[config.mk]
export PLATFORM = sky130hd
export DESIGN_NAME = popcount_frame_accum
export DESIGN_NICKNAME = d
export VERILOG_FILES = /design/src/rtl/popcount_frame_accum.sv
export SDC_FILE = /design/constraint.sdc
export NUM_CORES = 1
export LEC_CHECK = 0
export CAP_MARGIN = 20
export CORE_MARGIN = 2
export CORE_UTILIZATION = 40
export CTS_CLUSTER_DIAMETER = 120
export CTS_CLUSTER_SIZE = 24
export DETAILED_ROUTE_END_ITERATION = 7
export PLACE_DENSITY = 0.72
export SLEW_MARGIN = 20
export SYNTH_ARGS = -nofsm -noshare
export SYNTH_HDL_FRONTEND = slang
export SYNTH_SLANG_ARGS = --single-unit
[constraint.sdc]
create_clock -name clk -period 2.9 [get_ports clk]
set_input_delay 0.29 -clock clk [delete_from_list [all_inputs] [get_ports clk]]
set_output_delay 0.29 -clock clk [all_outputs]
set_load 0.02 [all_outputs]
[src/rtl/popcount_frame_accum.sv]
// Streaming popcount with per-frame saturating accumulation of ones and beats,
// a result handshake, and a registered one-hot popcount of the last accepted word.
module popcount_frame_accum #(
  parameter int WIDTH  = 4,
  parameter int CNT_W  = 8,
  parameter int BEAT_W = 6
) (
  input  logic              clk,
  input  logic              reset,
  input  logic              ena,
  input  logic              in_valid,
  output logic              in_ready,
  input  logic [WIDTH-1:0]  in_data,
  input  logic              in_last,
  output logic              out_valid,
  input  logic              out_ready,
  output logic [CNT_W-1:0]  out_count,
  output logic [BEAT_W-1:0] out_beats,
  output logic              out_sat,
  output logic [WIDTH:0]    word_onehot
);

  localparam int P_W = $clog2(WIDTH + 1);

  typedef enum logic [1:0] {S_IDLE, S_ACCUM, S_HOLD} state_t;

  state_t              r_state;
  logic [CNT_W-1:0]    r_acc;
  logic [BEAT_W-1:0]   r_beats;
  logic                r_sat;
  logic                r_out_valid;
  logic [CNT_W-1:0]    r_out_count;
  logic [BEAT_W-1:0]   r_out_beats;
  logic                r_out_sat;
  logic [WIDTH:0]      r_onehot;

  logic [P_W-1:0]      w_pop;
  logic [CNT_W:0]      w_acc_sum;
  logic [BEAT_W:0]     w_beat_sum;
  logic [CNT_W-1:0]    w_acc_next;
  logic [BEAT_W-1:0]   w_beats_next;
  logic                w_sat_next;
  logic                w_accept;

  always_comb begin
    w_pop = '0;
    for (int unsigned i = 0; i < WIDTH; i++) begin
      w_pop = w_pop + P_W'(in_data[i]);
    end
  end

  // One extra carry bit on each sum doubles as the clamp-hit flag.
  assign w_acc_sum    = {1'b0, r_acc} + (CNT_W + 1)'(w_pop);
  assign w_beat_sum   = {1'b0, r_beats} + (BEAT_W + 1)'(1);
  assign w_acc_next   = w_acc_sum[CNT_W] ? '1 : w_acc_sum[CNT_W-1:0];
  assign w_beats_next = w_beat_sum[BEAT_W] ? '1 : w_beat_sum[BEAT_W-1:0];
  assign w_sat_next   = r_sat | w_acc_sum[CNT_W] | w_beat_sum[BEAT_W];

  assign in_ready    = ena & ~reset & (r_state != S_HOLD);
  assign w_accept    = in_valid & in_ready;

  assign out_valid   = r_out_valid;
  assign out_count   = r_out_count;
  assign out_beats   = r_out_beats;
  assign out_sat     = r_out_sat;
  assign word_onehot = r_onehot;

  always_ff @(posedge clk) begin
    if (reset) begin
      r_state     <= S_IDLE;
      r_acc       <= '0;
      r_beats     <= '0;
      r_sat       <= 1'b0;
      r_out_valid <= 1'b0;
      r_out_count <= '0;
      r_out_beats <= '0;
      r_out_sat   <= 1'b0;
      r_onehot    <= '0;
    end else if (ena) begin
      case (r_state)
        S_IDLE, S_ACCUM: begin
          if (w_accept) begin
            r_acc    <= w_acc_next;
            r_beats  <= w_beats_next;
            r_sat    <= w_sat_next;
            r_onehot <= (WIDTH + 1)'(1) << w_pop;
            if (in_last) begin
              r_state     <= S_HOLD;
              r_out_valid <= 1'b1;
              r_out_count <= w_acc_next;
              r_out_beats <= w_beats_next;
              r_out_sat   <= w_sat_next;
            end else begin
              r_state <= S_ACCUM;
            end
          end
        end
        S_HOLD: begin
          if (out_ready) begin
            r_state     <= S_IDLE;
            r_out_valid <= 1'b0;
            r_acc       <= '0;
            r_beats     <= '0;
            r_sat       <= 1'b0;
          end
        end
        default: r_state <= S_IDLE;
      endcase
    end
  end

endmodule

==> impl_metrics.tcl <==
set metrics [dict create \
    rsz0062_at_grt "false" \
    setup_viol_count_final 0 \
    routedWlPerCell_um 13.7 \
    power.density_nw_per_um2 455 \
    rows 25 \
    area_growth_pct 27.5 \
    power_frac_comb 0.143 \
    gp_congestion 0.909 \
    fmax_mhz 357 \
    synth_seq_area_share 0.403 \
    vdd_ir_drop_max_mv 0.188 \
    syn-cell-area_um2 1890 \
    start_util 0.408 \
    crit_path_end_kind "flop" \
    die-area_um2 5290 \
    r2r_slack_ns 0.99 \
    finalCritPeriodShare 0.966 \
    ys_ff_latch 38 \
    portBuffers 31 \
    grt_pass1_vias 1566 \
    dpl_cell_area_um2 2300 \
    hold_violations 0 \
    cts_buffers 5 \
    drt_iter0_drc 125 \
    final_cell_mix "dfxtp_1 (38), clkdlybuf4s50_1 (31), o21ai_0 (26)" \
    p_switching_uw 294 \
    clkTransAtPathRegs_ns 0.08 \
    avgViaCountPerCell 5.46 \
    ioPinCount 32 \
    root_buffer "clkbuf_8" \
    cts_resized 0 \
    min_path_type "flop to flop" \
    reg2regPathDepth 5 \
    synthFlopType "dfxtp_1" \
    pwr-share-seq 0.493 \
    busiest_layer "met2" \
    finalPower_mw 1.10 \
    avgSynthCellArea_um2 8.36 \
    grt_use_met1 0.230 \
    cts_max_level 2 \
    synth_edf_count 0 \
    die_height_um 72.7 \
    drt-total-wl_um 4400 \
    timing_worst_setup_path_type "primary input to flop" \
    cts_tree "done" \
    grt_use_met2 0.278 \
    dp_hpwl_um 3060 \
    swShare 0.269 \
    finalClockSkew_ns 0.0128 \
    clk_path_buf_depth 2 \
    grt_pass1_wl_um 7220 \
    period_minus_slack_ns 2.80 \
    clkLatencyLatePin_ns 0.30 \
    ctsHoldBuffers 0 \
    cellLeakagePower_nw 0.832 \
    yosys_warnings 0 \
    cts.sinks 38 \
    worstPathArrival_ns 3.04 \
    start_kind "primary input" \
    timing.final.max_slew_violations 0 \
    worst_pin_slew_ns 0.925 \
    fin_tns_setup_ns 0 \
    core_um2 4630 \
    async_flop_share 0 \
    num_vias 1752 \
    final_cell_area_um2 2410 \
    drive_gt1_frac 0.127 \
    chipWidth_um 72.7 \
    dr.pass1.iters 4 \
    min_path_cells 2 \
    overflow 0 \
    internal_power_uw 802 \
    synth_cell_type_count 47 \
    status "finished, final reports clean" \
    ant_nets 0 \
    antenna_cells 0 \
    required_ns 3.14 \
    syn-num-nets 244 \
    drc 0 \
    maxCapViolCount 0 \
    antenna_found_initial 0 \
    final_common_cell "dfxtp_1" \
    grt_util_met3 0.0387 \
    slew_headroom 0.381 \
    worstPathMaxFanout 4 \
    cts_setup_buffers 0 \
    p_clk_frac 0.364 \
    finalNetCount 284 \
    grt_max_degree 20 \
    nFillCells 441 \
    syn_inst 226 \
    track_usage 0.174 \
]
final cells by class:
| cell class | instances | area, µm² | share of cell area |
|---|---|---|---|
| clock inverter | 2 | 16.3 | 0.00675 |
| multi-input combinational | 167 | 1030 | 0.426 |
| timing repair buffer | 47 | 430 | 0.179 |
| inverter | 7 | 26.3 | 0.0109 |
| tap | 54 | 67.6 | 0.0280 |
| sequential | 38 | 761 | 0.316 |
| clock buffer | 6 | 82.6 | 0.0343 |
metrics by stage:
| stage | setup WS (ns) | instances | hold slack (ns) | utilization |
|---|---|---|---|---|
| 2_1_floorplan | 0.283 | 226 | 0.436 | - |
| 3_3_place_gp | -0.181 | 313 | 0.445 | 0.498 |
| 3_5_place_dp | -0.292 | 313 | 0.451 | 0.498 |
| 4_1_cts | 0.0164 | 321 | 0.464 | 0.519 |
| 5_1_grt | 0.0143 | 321 | 0.495 | 0.521 |
| 6_report | 0.0993 | 321 | 0.461 | 0.521 |
synth_stat cells, types with 2 or more instances:
cell type	instances	area (µm²)
nor4_1	4	25.0
inv_1	7	26.3
a21oi_2	2	17.5
nand4b_1	2	17.5
dfxtp_1	38	761
buf_2	5	25.0
nor2b_1	5	31.3
a31oi_1	5	31.3
o211ai_1	3	22.5
nand2_1	20	75.1
nor2_1	21	78.8
mux2i_1	2	20.0
nand2b_1	2	12.5
nand4_1	2	12.5
ha_1	6	75.1
nor3_1	10	50.1
nor4bb_1	2	20.0
clkbuf_1	6	22.5
nor4b_1	2	17.5
o21ai_0	27	135
fa_1	2	40.0
a21oi_1	19	95.1
nand3_1	10	50.1
registers in the layout, indices dropped and copies added, names as in the netlist:
name	cells
r_acc	8
out_sat	1
out_valid	1
r_beats	6
out_beats	6
out_count	8
r_state	2
r_sat	1
word_onehot	5
critical path, stage by stage:
cell and delay [ns]:
clkdlybuf4s50_1 0.43, fa_1 0.49, ha_1 0.19, ha_1 0.30, ha_1 0.31, a211oi_2 0.39, buf_4 0.18, nor2_1 0.06
a31oi_1 0.17, o221a_2 0.21
cells by family (layout without fill, tap and decap cells):
| logic type | Yosys count | in the layout | synth area share |
|---|---|---|---|
| AO/OA/AOI/OAI | 68 | 68 | 0.217 |
| buffers and inverters | 21 | 62 | 0.0616 |
| multiplexers | 2 | 2 | 0.0106 |
| AND/OR/NAND/NOR | 88 | 88 | 0.243 |
| flip-flops | 38 | 38 | 0.403 |
| adder cells (fa/ha/maj) | 8 | 8 | 0.0609 |
| XOR/XNOR | 1 | 1 | 0.00464 |
power groups by stage:
stage | clock, mW | sequential, mW | combinational, mW
after floorplan | 0 | 0.561 | 0.0818
after global placement | 0 | 0.552 | 0.153
after detailed placement | 0 | 0.553 | 0.155
after CTS | 0.404 | 0.541 | 0.156
after global routing | 0.425 | 0.542 | 0.173
final | 0.399 | 0.540 | 0.157
per-layer routing:
layer  part of all wire  wire, µm
met1               0.49      2140
met3              0.038       166
met4              0.014        63
met5                  0         0
met2               0.46      2020
worst paths after layout:
check / from / endpoint
worst min register to register: word_onehot[1]$_SDFFE_PP0P_ / word_onehot[1]$_SDFFE_PP0P_
worst min-delay path: word_onehot[1]$_SDFFE_PP0P_ / word_onehot[1]$_SDFFE_PP0P_
worst max register to register: r_state[1]$_SDFFE_PP0P_ / r_beats[3]$_SDFFE_PP0P_
worst max-delay path: in_data[0] / r_acc[3]$_SDFFE_PP0P_
Note: power is estimated with default switching activity, not from simulation.
